**src/rtl/hazard_ctrl_pkg.sv**
```systemverilog
// Shared pipeline definitions for the hazard controller: FSM encoding,
// counter width, control/hazard bundles and the register-match helper.
package hazard_ctrl_pkg;

   localparam int unsigned REG_W = 5;
   localparam int unsigned CNT_W = 16;
   localparam logic [CNT_W-1:0] CNT_MAX = '1;

   typedef enum logic {
      RUN  = 1'b0,
      HOLD = 1'b1
   } state_e;

   typedef struct packed {
      logic load_use;
      logic br_alu;
      logic br_load_mem;
      logic long_stall;
   } hazard_t;

   typedef struct packed {
      logic pc_write;
      logic ifid_write;
      logic ifid_flush;
      logic idex_bubble;
   } ctrl_t;

   localparam ctrl_t CTRL_RUN   = '{pc_write: 1'b1, ifid_write: 1'b1, ifid_flush: 1'b0, idex_bubble: 1'b0};
   localparam ctrl_t CTRL_STALL = '{pc_write: 1'b0, ifid_write: 1'b0, ifid_flush: 1'b0, idex_bubble: 1'b1};
   localparam ctrl_t CTRL_FLUSH = '{pc_write: 1'b1, ifid_write: 1'b1, ifid_flush: 1'b1, idex_bubble: 1'b0};

   // Register 0 is hardwired to zero and can never carry a dependency.
   function automatic logic reg_match(input logic [REG_W-1:0] r,
                                      input logic [REG_W-1:0] rs,
                                      input logic [REG_W-1:0] rt,
                                      input logic             uses_rt);
      return (r != '0) && ((r == rs) || (uses_rt && (r == rt)));
   endfunction

endpackage

```
**src/rtl/hazard_ctrl_sat_counter.sv**
```systemverilog
// 16-bit event counter with enable and synchronous clear; holds at all-ones.
module sat_counter16
   import hazard_ctrl_pkg::*;
(
   input  logic             clk,
   input  logic             rst,
   input  logic             en_i,
   input  logic             clr_i,
   output logic [CNT_W-1:0] count_o
);

   logic [CNT_W-1:0] count_q;
   logic [CNT_W-1:0] count_d;

   always_comb begin
      count_d = count_q;
      if (clr_i) begin
         count_d = '0;
      end else if (en_i && (count_q != CNT_MAX)) begin
         count_d = count_q + CNT_W'(1);
      end
   end

   always_ff @(posedge clk or posedge rst) begin
      if (rst) begin
         count_q <= '0;
      end else begin
         count_q <= count_d;
      end
   end

   assign count_o = count_q;

endmodule

```
**src/rtl/hazard_ctrl.sv**
```systemverilog
// ID-stage hazard controller: load-use and branch-operand stalls, branch/jump
// flushes, a two-cycle HOLD for branches waiting on a load, and event counters.
module hazard_ctrl
   import hazard_ctrl_pkg::*;
(
   input  logic             clk,
   input  logic             rst,
   input  logic [REG_W-1:0] idRs,
   input  logic [REG_W-1:0] idRt,
   input  logic             idUsesRt,
   input  logic             idBranch,
   input  logic             idJump,
   input  logic             pcSrc,
   input  logic             exMemRead,
   input  logic             exRegWrite,
   input  logic [REG_W-1:0] exDest,
   input  logic             memMemRead,
   input  logic [REG_W-1:0] memDest,
   output logic             pcWrite,
   output logic             ifidWrite,
   output logic             ifidFlush,
   output logic             idexBubble,
   output logic [CNT_W-1:0] stallCount,
   output logic [CNT_W-1:0] flushCount,
   output logic             busy
);

   state_e  state_q;
   state_e  state_d;
   hazard_t haz;
   logic    hazard;
   logic    ex_match;
   logic    mem_match;
   ctrl_t   ctrl;

   always_comb begin
      ex_match        = reg_match(exDest, idRs, idRt, idUsesRt);
      mem_match       = reg_match(memDest, idRs, idRt, idUsesRt);
      haz.load_use    = exMemRead & ex_match;
      haz.br_alu      = idBranch & exRegWrite & ~exMemRead & ex_match;
      haz.br_load_mem = idBranch & memMemRead & mem_match;
      haz.long_stall  = idBranch & exMemRead & ex_match;
      hazard          = haz.load_use | haz.br_alu | haz.br_load_mem;
   end

   // Stall outranks flush: branch operands are stale while stalling.
   always_comb begin
      state_d = state_q;
      ctrl    = CTRL_RUN;
      case (state_q)
         RUN: begin
            if (hazard) begin
               ctrl = CTRL_STALL;
               if (haz.long_stall) begin
                  state_d = HOLD;
               end
            end else if (pcSrc | idJump) begin
               ctrl = CTRL_FLUSH;
            end
         end
         HOLD: begin
            ctrl    = CTRL_STALL;
            state_d = RUN;
         end
         default: begin
            state_d = RUN;
         end
      endcase
      if (rst) begin
         ctrl = CTRL_RUN;
      end
   end

   always_ff @(posedge clk or posedge rst) begin
      if (rst) begin
         state_q <= RUN;
      end else begin
         state_q <= state_d;
      end
   end

   assign pcWrite    = ctrl.pc_write;
   assign ifidWrite  = ctrl.ifid_write;
   assign ifidFlush  = ctrl.ifid_flush;
   assign idexBubble = ctrl.idex_bubble;
   assign busy       = (state_q == HOLD);

   sat_counter16 u_stall_cnt (
      .clk     (clk),
      .rst     (rst),
      .en_i    (ctrl.idex_bubble),
      .clr_i   (1'b0),
      .count_o (stallCount)
   );

   sat_counter16 u_flush_cnt (
      .clk     (clk),
      .rst     (rst),
      .en_i    (ctrl.ifid_flush),
      .clr_i   (1'b0),
      .count_o (flushCount)
   );

endmodule

```
**config.mk**
```make
export PLATFORM = sky130hd
export DESIGN_NAME = hazard_ctrl
export DESIGN_NICKNAME = d
export VERILOG_FILES = /design/src/rtl/hazard_ctrl_pkg.sv /design/src/rtl/hazard_ctrl_sat_counter.sv /design/src/rtl/hazard_ctrl.sv
export SDC_FILE = /design/constraint.sdc
export NUM_CORES = 1
export LEC_CHECK = 0
export CORE_MARGIN = 5
export CORE_UTILIZATION = 35
export DETAILED_ROUTE_END_ITERATION = 10
export PLACE_DENSITY = 0.76
export SETUP_SLACK_MARGIN = 0.05
export SYNTH_ARGS = -nofsm -noshare
export SYNTH_HDL_FRONTEND = slang
export SYNTH_SLANG_ARGS = --single-unit
```
**constraint.sdc**
```tcl
create_clock -name clk -period 5.5 [get_ports clk]
set_input_delay 1.65 -clock clk [delete_from_list [all_inputs] [get_ports clk]]
set_output_delay 1.65 -clock clk [all_outputs]
set_load 0.05 [all_outputs]
```
== Yosys cells after proc, flatten, opt, wreduce, memory -nomap -nowiden ==
Cells that the tools add are included.

* Input port bits: 29
* Logic and storage cells: 41
* Register bits after elaboration: 33
* Output and inout bits: 37

* Bitwise operators: 13
* Reduce and logical (&&, ||, !) cells: 10
* Equality and inequality tests: 6
* Mux-type cells: 7
* $add $sub $neg: 2

{| class="wikitable"
|+ Operators by type and width
! kind !! number
|-
| 16-bit by 1-bit adder with 16-bit output, second input constant || 2
|-
| 16-bit != test, second input constant || 2
|-
| 5-bit equality test || 4
|-
| 5-bit nonzero test || 2
|-
| 1-bit bitwise AND || 8
|-
| 4-bit two-way mux || 2
|-
| 4-bit case mux with 2 select lines || 1
|-
| 1-bit logical AND || 6
|-
| 1-bit bitwise OR || 3
|-
| 1-bit logical OR || 2
|-
| 1-bit two-way mux || 2
|-
| 2-bit two-way mux || 1
|-
| 1-bit NOT || 2
|-
| 1-bit case mux with 2 select lines || 1
|}

== Depth between registers and ports, before layout ==
Gate-level depths: netlist of run 1.

* Depth after elaboration: 11
* Gate-level depth with buffers: 8

== Cells and area by module ==
From an unflattened synthesis of run 1, not the netlist that was laid out.

* Cells, all modules: 251
* Area total of the unflattened synthesis: 2214.6 µm²

{| class="wikitable"
|+ Modules (own cells, without submodules)
! module !! area each (µm²) !! times used !! cells an instance
|-
| sat_counter16 || 932.1 || 2 || 101
|-
| hazard_ctrl || 350.3 || 1 || 49
|}

== Least setup slack after synthesis of run 1 ==
No wires, ideal clock.

* Kind: input port to output port
* From: in exDest[4]
* To: out idexBubble
* Data required time: 3850 ps
* Setup slack: 514 ps
* Stages: 7
* Data arrival time: 3336 ps
* Path through: xnor2_1 -> nand3_1 -> o32ai_2 -> nand3_2 -> and2_1 -> or2_2 -> inv_1

* Cells in the longest elaborated chain, start to end: 10
* Elaborated cells between the ends (all ways): 13

{| class="wikitable"
|+ Ends and longest elaborated chain
! what !! RTL line !! source
|-
| start: declaration || hazard_ctrl.sv:16 || <nowiki>input logic [REG_W-1:0] exDest,</nowiki>
|-
| 5-bit equality test || hazard_ctrl_pkg.sv:37 || <nowiki>return (r != '0) && ((r == rs) || (uses_rt && (r == rt)));</nowiki>
|-
| 1-bit logical AND || hazard_ctrl_pkg.sv:37 ||
|-
| 1-bit logical OR || hazard_ctrl_pkg.sv:37 ||
|-
| 1-bit logical AND * || hazard_ctrl_pkg.sv:37 ||
|-
| 1-bit bitwise AND, on equally long branches || hazard_ctrl.sv:39, hazard_ctrl.sv:40 ||
|-
| 1-bit bitwise OR * (2 in series) || hazard_ctrl.sv:43 || <nowiki>hazard = haz.load_use | haz.br_alu | haz.br_load_mem;</nowiki>
|-
| 4-bit two-way mux * || hazard_ctrl.sv:52 || <nowiki>if (hazard) begin</nowiki>
|-
| 4-bit case mux with 2 select lines * || hazard_ctrl.sv:50 || <nowiki>case (state_q)</nowiki>
|-
| 4-bit two-way mux * || hazard_ctrl.sv:69 || <nowiki>if (rst) begin</nowiki>
|-
| end: declaration || hazard_ctrl.sv:22 || <nowiki>output logic idexBubble,</nowiki>
|}

Every way passes the cells marked *; elsewhere a longest branch is shown, timed or not.

== Worst setup path after layout of run 1 ==
Same ends and word-level chain as after synthesis.

==> metrics.md, run 1 <==
| Metric | Value |
|---|---|
| Outcome | `complete, no violations` |
| Tot GR Track Use | `0.1376` |
| Antenna violations before repair | `0` |
| Internal reg-to-reg setup slack | `3230 ps` |
| Setup TNS | `0 ps` |
| Power density cells | `292.1 mW/mm^2` |
| Data required, critical path | `3850 ps` |
| Top cell type's share of synthesized area | `0.4496` |
| Top Ports | `66` |
| Initial Util | `0.3596` |
| Most frequent cell after synthesis | `xnor2_1` |
| Actual slew at the worst max-slew pin | `523.5 ps` |
| CTS tree | `done` |
| Reg2Reg Depth | `6` |
| H-tree levels | `2` |
| Fin Clk Skew | `5.558 ps` |
| Fin Hold WS | `485.0 ps` |
| Worst Setup Start Kind | `primary input` |
| Routed Antenna Nets | `0` |
| Worst skew pair latency | `270 ps` |
| Synth cell types | `27` |
| YS warnings | `0` |
| RSZ-0062 raised after global routing | `false` |
| Clock sink count | `33` |
| Crit path kind | `primary input to primary output` |
| Core area | `0.005107 mm^2` |
| Slew headroom | `0.6499` |
| Port Buf Inserts | `65` |
| Gate Count Post-Synth | `181` |
| Max Cap Viol | `0` |
| Die W | `82.44 um` |
| Drt total wl | `4595 um` |
| Final setup violation count | `0` |
| Commonest cells in the netlist | `36 x xnor2_1, 33 x dfrtp_1, 19 x nand2_1` |
| Fillcell total | `479` |
| Cts hold-fix bufs | `0` |
| Clock transition at the registers of the reported paths | `60 ps` |
| Average routed wire per standard cell | `14.27 um` |
| Post-Syn Area | `0.001837 mm^2` |
| Fin crit period | `5321 ps` |
| Max Freq | `187.9 MHz` |
| Largest net degree at the start of global routing | `34` |
| Die height | `82.44 um` |
| Iter 0 DRT Violations | `39` |
| First-pass GRT wire length | `7210 um` |
| Die area | `0.006796 mm^2` |
| TritonCTS Buffers | `5` |
| Worst vdd ir | `0.0002360 V` |
| Final worst path period share | `0.9674` |
| Max Slew Vio Count | `0` |
| Area grow syn2layout | `44.28%` |
| Vias in the first global route | `1,528` |
| EDFF count, synth | `0` |
| Hold Crit Depth | `1` |
| Worst Path Arrival | `3670 ps` |
| Worst min path class | `flip-flop to flip-flop` |
| Sequential share of the synthesized area | `0.4496` |
| Rows | `26` |
| Async set-reset flop share out of synthesis | `1.000` |
| Bufs on Longest Clock Path | `2` |
| Area leader, netlist | `dfrtp_1` |
| Antenna diodes | `0` |
| Nets | `284` |
| Root Buffer | `clkbuf_8` |
| Dpl hpwl | `3548 um` |
| Via count | `1,579` |
| Vias/cell | `4.904` |
| Mean Syn Cell Area | `10.15 um^2` |
| Largest cells by area after synthesis | `dfrtp_1 45%, xnor2_1 17%, xor2_1 6.7%` |
| GPL Wtd Cong | `0.8154` |
| Crit path max fanout | `5` |
| Final Hold Viols | `0` |
| DRC violations left | `0` |
| Worst Setup End Kind | `primary output` |
| Grt ovf | `0` |
| Worst Setup Slack, final | `179.4 ps` |
| P_leak | `1.101 nW` |
| Share of cells above drive strength 1 | `0.08333` |
| 1st-pass router iterations | `4` |
| Post-cts resize count | `0` |
| Post-place setup slack | `158.7 ps` |
| Setup Buffers After CTS | `0` |
| Mapped Nets | `212` |
| Dominant synthesized flop cell | `dfrtp_1` |
| FF+latch count, synth | `33` |
[worst max-delay path, stage by stage]
cell and delay (ps):
clkdlybuf4s50_1 550, xnor2_1 140, nand3_1 120, o32ai_2 320, nand3_2 120, and2_1 210, or2_2 320, inv_1 110
buf_12 140
[worst paths after layout]
| check | start | endpoint |
|---|---|---|
| min in group asynchronous | rst | u_flush_cnt.count_o[13]$_DFFE_PP0P_ |
| worst max-delay path | exDest[4] | idexBubble |
| worst min register to register | u_stall_cnt.count_o[9]$_DFFE_PP0P_ | u_stall_cnt.count_o[9]$_DFFE_PP0P_ |
| worst max register to register | u_flush_cnt.count_o[0]$_DFFE_PP0P_ | u_flush_cnt.count_o[1]$_DFFE_PP0P_ |
| max in group asynchronous | rst | u_flush_cnt.count_o[6]$_DFFE_PP0P_ |
| worst min-delay path | u_stall_cnt.count_o[9]$_DFFE_PP0P_ | u_stall_cnt.count_o[9]$_DFFE_PP0P_ |
[per-layer routing]
layer,vias up,GRT usage,routed length (um)
li1,758,-,-
met1,764,0.1776,1993
met2,55,0.2268,2208
met3,2,0.03471,359
met4,0,0.03987,34
met5,-,0,0
[cell families (layout without fill, tap and decap cells)]
group	count (synthesis)	count (layout)	share of synthesized area
xor+xnor	50	50	0.2384
flops	33	33	0.4496
compound gates	7	7	0.04770
simple gates	80	80	0.2173
mux	2	2	0.01226
fa+ha+maj	2	2	0.01362
buf+inv	7	78	0.02111
[placed cells by master, fill, tap and decap left out]
| master | n |
|---|---|
| xor2_1 | 14 |
| ha_1 | 2 |
| a21o_1 | 1 |
| o41ai_2 | 1 |
| nand3b_1 | 1 |
| inv_1 | 4 |
| or2_0 | 1 |
| xnor2_1 | 36 |
| clkbuf_8 | 5 |
| clkdlybuf4s50_1 | 61 |
| dfrtp_1 | 33 |
| nand3_1 | 12 |
| or2_2 | 1 |
| clkinv_2 | 1 |
| nor3_1 | 7 |
| nand2_1 | 19 |
| o31a_1 | 1 |
| a21oi_4 | 1 |
| and2_1 | 2 |
| nor2_1 | 14 |
| o32ai_2 | 1 |
| and3_1 | 8 |
| buf_12 | 1 |
| mux2_2 | 2 |
| nand4_1 | 14 |
| buf_4 | 6 |
| nand3_2 | 1 |
| a41oi_2 | 1 |
| o22ai_1 | 1 |
[where the power goes]
part	internal [mW]	total [mW]	switching (mW)
clock	0.0831	0.162	0.0786
combinational	0.115	0.297	0.182
sequential	0.274	0.315	0.0412
[state kept, by name, summed over array words and instances, names as in the netlist]
register and flops:
u_flush_cnt.count_o 16, u_stall_cnt.count_o 16, busy 1
[final cells by class]
type / count / area [um^2] / share of cell area
Multi-Input combinational cell: 141 / 972.2 / 0.3669
Sequential cell: 33 / 825.8 / 0.3116
Timing Repair Buffer: 68 / 675.6 / 0.2550
Tap cell: 70 / 87.58 / 0.03305
Clock buffer: 5 / 68.82 / 0.02597
Inverter: 4 / 15.01 / 0.005666
Clock inverter: 1 / 5.005 / 0.001889
[through the flow]
stage                     cell area (um^2)    util  total power, mW  cells
after floorplan                       1837       -           0.5024    181
after global placement                2576  0.5044           0.6154    316
after detailed placement              2576  0.5044           0.6183    316
after CTS                             2650  0.5189           0.7846    322
after global routing                  2650  0.5189           0.8197    322
final                                 2650  0.5189           0.7742    322
No activity file was read; power rests on OpenSTA's default activity.
==> run 2: changes to the inputs <==
Settings changed: ABC_AREA from default to 1, PLACE_DENSITY 0.76 to 0.72, SETUP_SLACK_MARGIN 0.05 to default.
==> run 2 against run 1 <==
  * Hold slack improved by 57 ps
  * Sequential share of layout area fell by 7.2 points
  * Die area rose by 34%
  * Count of clock-buffer cells in the layout rose by 2
  * Core utilization fell by 3.8 points
  * Wire length rose by 49%
  * Flip-flop and latch count did not move
  * Register-to-register slack improved by 250 ps
  * Area after synthesis rose by 39%
  * Sequential power fell by 3%
  * Critical path depth rose by 3
  * Total power rose by 4.8%
  * Critical path type unchanged
==> metrics.md, run 2 <==
| Metric | Value |
|---|---|
| Antenna violations before repair | `0 (unchanged)` |
| Clock sink count | `33 (unchanged)` |
| Rows | `31 (was 26)` |
| Largest net degree at the start of global routing | `51 (was 34)` |
| Vias/cell | `4.875 (was 4.904)` |
| Fin crit period | `5210 ps (was 5321 ps)` |
| CP Cell Sequence | `clkdlybuf4s50_1 -> inv_1 -> nand2_1 -> nand2_1 -> nor2_1 -> nand3_1 -> nand2_1 -> nand3_2 -> nand3_2 -> nand2_1 -> inv_1 -> buf_12 (was clkdlybuf4s50_1 -> xnor2_1 -> nand3_1 -> o32ai_2 -> nand3_2 -> and2_1 -> or2_2 -> inv_1 -> buf_12)` |
| GPL Wtd Cong | `0.9577 (was 0.8154)` |
| Gate Count Post-Synth | `377 (was 181)` |
| Mean Syn Cell Area | `6.774 um^2 (was 10.15 um^2)` |
| Async set-reset flop share out of synthesis | `1.000 (unchanged)` |
| Max Cap Viol | `0 (unchanged)` |
| H-tree levels | `2 (unchanged)` |
| Drt total wl | `6846 um (was 4595 um)` |
| Switching pwr | `0.2992 mW (was 0.3015 mW)` |
| Worst min path class | `flip-flop to flip-flop (unchanged)` |
| Root Buffer | `clkbuf_8 (unchanged)` |
| Power density cells | `235.2 mW/mm^2 (was 292.1 mW/mm^2)` |
| Worst vdd ir | `0.0002001 V (was 0.0002360 V)` |
| Antenna diodes | `0 (unchanged)` |
| Clock Power Share | `0.291 (was 0.209)` |
| FF+latch count, synth | `33 (unchanged)` |
| Core area | `0.007176 mm^2 (was 0.005107 mm^2)` |
| Commonest non-fill, non-tap cell in the layout | `nand2_1 (was clkdlybuf4s50_1)` |
| RSZ-0062 raised after global routing | `false (unchanged)` |
| Pint | `0.5125 mW (was 0.4727 mW)` |
| Cts hold-fix bufs | `0 (unchanged)` |
| DRC violations left | `0 (unchanged)` |
| EDFF count, synth | `0 (unchanged)` |
| Vias in the first global route | `2,548 (was 1,528)` |
| Outcome | `complete, no violations (unchanged)` |
| Initial Util | `0.3559 (was 0.3596)` |
| Via count | `2,642 (was 1,579)` |
| Post-cts resize count | `0 (unchanged)` |
| Synth cell types | `26 (was 27)` |
| Worst skew pair latency | `280 ps (was 270 ps)` |
| Average routed wire per standard cell | `12.63 um (was 14.27 um)` |
| Clock transition at the registers of the reported paths | `70 ps (was 60 ps)` |
| Final Hold Viols | `0 (unchanged)` |
| Total placed cells including tap cells | `534 (was 316)` |
| Most frequent cells in the layout | `144 x nand2_1, 61 x clkdlybuf4s50_1, 38 x nand4_1, 36 x inv_1, 33 x dfrtp_1 (was 61 x clkdlybuf4s50_1, 36 x xnor2_1, 33 x dfrtp_1, 19 x nand2_1)` |
| Area grow syn2layout | `35.13% (was 44.28%)` |
| Fin cells | `542 (was 322)` |
| Commonest cells in the netlist | `144 x nand2_1, 38 x nand4_1, 36 x inv_1, 33 x dfrtp_1, 29 x nor2_1 (was 36 x xnor2_1, 33 x dfrtp_1, 19 x nand2_1)` |
| Worst Setup Start Kind | `primary input (unchanged)` |
| Tot GR Track Use | `0.1547 (was 0.1376)` |
| Area of the multi-input gates | `0.001514 mm^2 (was 972.2 um^2)` |
| Final setup violation count | `0 (unchanged)` |
| Top Ports | `66 (unchanged)` |
| Register area | `825.8 um^2 (unchanged)` |
| First-pass GRT wire length | `11,390 um (was 7210 um)` |
| Dpl hpwl | `5100 um (was 3548 um)` |
| Setup TNS | `0 ps (unchanged)` |
| Iter 0 DRT Violations | `126 (was 39)` |
| Grt ovf | `0 (unchanged)` |
| Die W | `95.42 um (was 82.44 um)` |
| Area leader, netlist | `dfrtp_1 (unchanged)` |
| Post-Syn Area | `0.002554 mm^2 (was 0.001837 mm^2)` |
| Crit path kind | `primary input to primary output (unchanged)` |
| Actual slew at the worst max-slew pin | `619.8 ps (was 523.5 ps)` |
| Dominant synthesized flop cell | `dfrtp_1 (unchanged)` |
| Slew headroom | `0.5864 (was 0.6499)` |
| Combinational power share | `0.334 (was 0.384)` |
| Routed Antenna Nets | `0 (unchanged)` |
| P_leak | `1.652 nW (was 1.101 nW)` |
| Crit path max fanout | `11 (was 5)` |
| Setup Buffers After CTS | `0 (unchanged)` |
| Most frequent cell after synthesis | `nand2_1 (was xnor2_1)` |
| Worst path most repeated cell | `nand2_1` |
| Final worst path period share | `0.9473 (was 0.9674)` |
| CP max stage cell | `clkdlybuf4s50_1 (unchanged)` |
| Fin Clk Skew | `6.777 ps (was 5.558 ps)` |
| Top cell type's share of synthesized area | `0.3234 (was 0.4496)` |
| Max Slew Vio Count | `0 (unchanged)` |
| Nets | `473 (was 284)` |
| Max Freq | `191.9 MHz (was 187.9 MHz)` |
| Critical Path Max Stage Delay | `550 ps (about the same)` |
| Flop pwr share | `0.375 (was 0.407)` |
| CTS tree | `done (unchanged)` |
| Switching Share | `0.3686 (was 0.3894)` |
| Bufs on Longest Clock Path | `2 (unchanged)` |
| Port Buf Inserts | `65 (unchanged)` |
| TritonCTS Buffers | `5 (unchanged)` |
| Data required, critical path | `3850 ps (about the same)` |
| Fin Hold WS | `542.4 ps (was 485.0 ps)` |
| Die area | `0.009105 mm^2 (was 0.006796 mm^2)` |
| YS warnings | `0 (unchanged)` |
| Die height | `95.42 um (was 82.44 um)` |
| Mapped Nets | `408 (was 212)` |
| 1st-pass router iterations | `4 (unchanged)` |
| Power, Total | `0.8117 mW (was 0.7742 mW)` |
| Largest cells by area after synthesis | `dfrtp_1 32%, nand2_1 21%, nand4_1 9.3% (was dfrtp_1 45%, xnor2_1 17%, xor2_1 6.7%)` |
| Share of cells above drive strength 1 | `0.07449 (was 0.08333)` |
| Fillcell total | `715 (was 479)` |
| Sequential share of the synthesized area | `0.3234 (was 0.4496)` |
| Worst Path Arrival | `3560 ps (was 3670 ps)` |
| Worst Setup End Kind | `primary output (unchanged)` |
-- run 2: power groups by stage --
stage          sequential (mW)  clock, mW  combinational, mW
6_report                 0.305      0.236              0.271
2_1_floorplan            0.378          0             0.0977
3_5_place_dp             0.308          0              0.272
5_1_grt                  0.309      0.255              0.295
4_1_cts                  0.304      0.246              0.273
3_3_place_gp             0.308          0              0.269
-- run 2: layout make-up --
class	count	share of cell area
Clock buffer	7	0.02502
Clock inverter	1	0.008702
Inverter	42	0.04569
Multi-Input combinational cell	292	0.4387
Sequential cell	33	0.2393
Tap cell	99	0.03590
Timing Repair Buffer	68	0.2067
-- run 2: worst max-delay path: cells and delay by family --
kind | cells | cell delay (ps)
AND/OR/NAND/NOR | 8 | 990
buffers and inverters | 4 | 920
-- run 2: kinds of logic after synthesis --
family	share of synthesized area
and+or+nand+nor	0.4762
buffers and inverters	0.08378
DFF	0.3234
xor gates and xnor gates	0.1029
AOI/OAI and AO/OA	0.003920
adders and majority gates	0.009798
-- run 2: final timing paths --
path	startpoint	end	slack, ps	depth (start not counted)
max in group asynchronous	rst	u_flush_cnt.count_o[9]$_DFFE_PP0P_	3140	3
max	exDest[3]	idexBubble	290	12
min in group asynchronous	rst	u_flush_cnt.count_o[14]$_DFFE_PP0P_	1950	3
min	u_stall_cnt.count_o[5]$_DFFE_PP0P_	u_stall_cnt.count_o[5]$_DFFE_PP0P_	540	2
max reg2reg	u_stall_cnt.count_o[0]$_DFFE_PP0P_	u_stall_cnt.count_o[15]$_DFFE_PP0P_	3480	9
min reg2reg	u_stall_cnt.count_o[5]$_DFFE_PP0P_	u_stall_cnt.count_o[5]$_DFFE_PP0P_	540	2
-- run 2: metal layers --
metal | routed length, um | up-vias | GRT usage
met3 | 493 | 6 | 0.03946
met2 | 3118 | 69 | 0.2566
met5 | 0 | - | 0
met1 | 3170 | 1219 | 0.1994
li1 | - | 1348 | -
met4 | 63 | 0 | 0.04265
-- run 2: metrics by stage --
stage               utilization  instance area (um^2)  setup WS (ps)
global route             0.4809                  3451          137.8
detailed placement       0.4647                  3334          312.6
global placement         0.4647                  3334          288.5
floorplan                     -                  2555          340.7
finish                   0.4809                  3451          290.1
CTS                      0.4809                  3451          303.0
==> run 3: changes to the inputs <==
Settings changed: PLACE_DENSITY 0.72 to 0.66.
==> run 3 against run 2 <==
  * Die area stayed put
  * Sequential share of layout area is 0.21 points higher
  * Core utilization is 0.42 points lower
  * Sequential power hardly changed
  * Hold slack better by 0.84 ps
==> metrics.md, run 3 (same netlist as run 2, synthesis figures left out) <==
| Metric | Value |
|---|---|
| Final core occ | `0.4767 (was 0.4809)` |
| Final Hold Viols | `0 (unchanged)` |
| 1st-pass router iterations | `4 (unchanged)` |
| Worst vdd ir | `0.0001682 V (was 0.0002001 V)` |
| Nets | `473 (unchanged)` |
| Vias/cell | `4.932 (was 4.875)` |
| Fin Clk Skew | `8.179 ps (was 6.777 ps)` |
| Fillcell total | `684 (was 715)` |
| Root Buffer | `clkbuf_8 (unchanged)` |
| Initial Util | `0.3559 (unchanged)` |
| Worst Setup End Kind | `primary output (unchanged)` |
| Crit path max fanout | `4 (was 11)` |
| Fin Hold WS | `543.2 ps (was 542.4 ps)` |
| Setup Buffers After CTS | `0 (unchanged)` |
| Die height | `95.42 um (unchanged)` |
| DRC violations left | `0 (unchanged)` |
| Final worst path period share | `0.9095 (was 0.9473)` |
| Drt total wl | `7037 um (was 6846 um)` |
| Antenna diodes | `0 (unchanged)` |
| Average routed wire per standard cell | `12.98 um (was 12.63 um)` |
| Iter 0 DRT Violations | `163 (was 126)` |
| Worst min path class | `flip-flop to flip-flop (unchanged)` |
| Fin crit period | `5002 ps (was 5210 ps)` |
| Largest net degree at the start of global routing | `51 (unchanged)` |
| Max Freq | `199.9 MHz (was 191.9 MHz)` |
| Die W | `95.42 um (unchanged)` |
| Core area | `0.007176 mm^2 (unchanged)` |
| Post-place setup slack | `482.2 ps (was 312.6 ps)` |
| Grt ovf | `0 (unchanged)` |
| P_leak | `1.638 nW (was 1.652 nW)` |
| Max Slew Vio Count | `0 (unchanged)` |
| TritonCTS Buffers | `5 (unchanged)` |
| Slew headroom | `0.5577 (was 0.5864)` |
| Dpl hpwl | `5098 um (was 5100 um)` |
| Vias in the first global route | `2,486 (was 2,548)` |
| Final setup violation count | `0 (unchanged)` |
| Total placed cells including tap cells | `534 (unchanged)` |
| Rows | `31 (unchanged)` |
| Final Instance Area | `0.003421 mm^2 (was 0.003451 mm^2)` |
| Bufs on Longest Clock Path | `2 (unchanged)` |
| Worst Setup Slack, final | `497.8 ps (was 290.1 ps)` |
| Placed inst area | `0.003334 mm^2 (unchanged)` |
| Data required, critical path | `3850 ps (about the same)` |
| Met3 wire length | `417 um (was 493 um)` |
| Max Cap Viol | `0 (unchanged)` |
| Worst Path Arrival | `3350 ps (was 3560 ps)` |
| Tot GR Track Use | `0.1596 (was 0.1547)` |
| Most frequent cells in the layout | `144 x nand2_1, 61 x clkdlybuf4s50_1, 38 x nand4_1, 36 x inv_1, 33 x dfrtp_1 (unchanged)` |
| Port Buf Inserts | `65 (unchanged)` |
| Commonest non-fill, non-tap cell in the layout | `nand2_1 (unchanged)` |
| Clock sink count | `33 (unchanged)` |
| Met2 Routed Length | `3143 um (was 3118 um)` |
| Via count | `2,673 (was 2,642)` |
| RSZ-0062 raised after global routing | `false (unchanged)` |
| Share of cells above drive strength 1 | `0.07675 (was 0.07449)` |
| Power density cells | `223.1 mW/mm^2 (was 235.2 mW/mm^2)` |
| Post-cts resize count | `0 (unchanged)` |
| Internal reg-to-reg setup slack | `3420 ps (was 3480 ps)` |
| CTS tree | `done (unchanged)` |
| Top Ports | `66 (unchanged)` |
| Die area | `0.009105 mm^2 (unchanged)` |
| H-tree levels | `2 (unchanged)` |
| Setup TNS | `0 ps (unchanged)` |
| Fin cells | `542 (unchanged)` |
| Worst skew pair latency | `290 ps (was 280 ps)` |
| Cts hold-fix bufs | `0 (unchanged)` |
| Routed Antenna Nets | `0 (unchanged)` |
| Outcome | `complete, no violations (unchanged)` |
| First-pass GRT wire length | `11,740 um (was 11,390 um)` |
| GPL Wtd Cong | `0.9319 (was 0.9577)` |
| M1 WL | `3351 um (was 3170 um)` |
| Max Used Layer | `met4 (unchanged)` |
| Area grow syn2layout | `33.95% (was 35.13%)` |
| Antenna violations before repair | `0 (unchanged)` |
| Power, Total | `0.7630 mW (was 0.8117 mW)` |
| Actual slew at the worst max-slew pin | `662.7 ps (was 619.8 ps)` |
| Clock transition at the registers of the reported paths | `80 ps (was 70 ps)` |
| Crit path kind | `primary input to primary output (unchanged)` |
| Worst Setup Start Kind | `primary input (unchanged)` |
## run 3: per-layer routing
metal,GRT usage,vias up
met4,0.05806,0
li1,-,1350
met2,0.2536,73
met5,0,-
met3,0.03552,12
met1,0.2126,1238
## run 3: final cells by class
| type | instances | area, um^2 | share of cell area |
|---|---|---|---|
| clock buffer | 5 | 68.82 | 0.02012 |
| clock inverter | 3 | 17.52 | 0.005121 |
| inverter | 42 | 157.7 | 0.04609 |
| multi-input combinational | 292 | 1514 | 0.4426 |
| sequential | 33 | 825.8 | 0.2414 |
| tap | 99 | 123.9 | 0.03621 |
| timing repair buffer | 68 | 713.2 | 0.2085 |
## run 3: worst paths after layout
| path | from | endpoint | depth (start not counted) |
|---|---|---|---|
| max | exDest[4] | idexBubble | 12 |
| min | u_stall_cnt.count_o[5]$_DFFE_PP0P_ | u_stall_cnt.count_o[5]$_DFFE_PP0P_ | 2 |
| max reg2reg | u_stall_cnt.count_o[0]$_DFFE_PP0P_ | u_stall_cnt.count_o[14]$_DFFE_PP0P_ | 9 |
| min reg2reg | u_stall_cnt.count_o[5]$_DFFE_PP0P_ | u_stall_cnt.count_o[5]$_DFFE_PP0P_ | 2 |
| max in group asynchronous | rst | u_flush_cnt.count_o[2]$_DFFE_PP0P_ | 3 |
| min in group asynchronous | rst | u_stall_cnt.count_o[4]$_DFFE_PP0P_ | 3 |
## run 3: report_power, final
part / total [mW] / internal, mW / switching, mW
Sequential: 0.305 / 0.264 / 0.0404
Combinational: 0.274 / 0.101 / 0.173
Clock: 0.185 / 0.0874 / 0.0972
## run 3: critical path, cell delays in order
cell             delay (ps)
clkdlybuf4s50_1         550
inv_2                    50
nand2_1                  50
nand2_1                  50
nor2_1                  140
nand3_1                  90
nand2_1                 100
nand3_2                 110
nand3_2                 110
nand2_1                 160
inv_1                   140
buf_12                  140
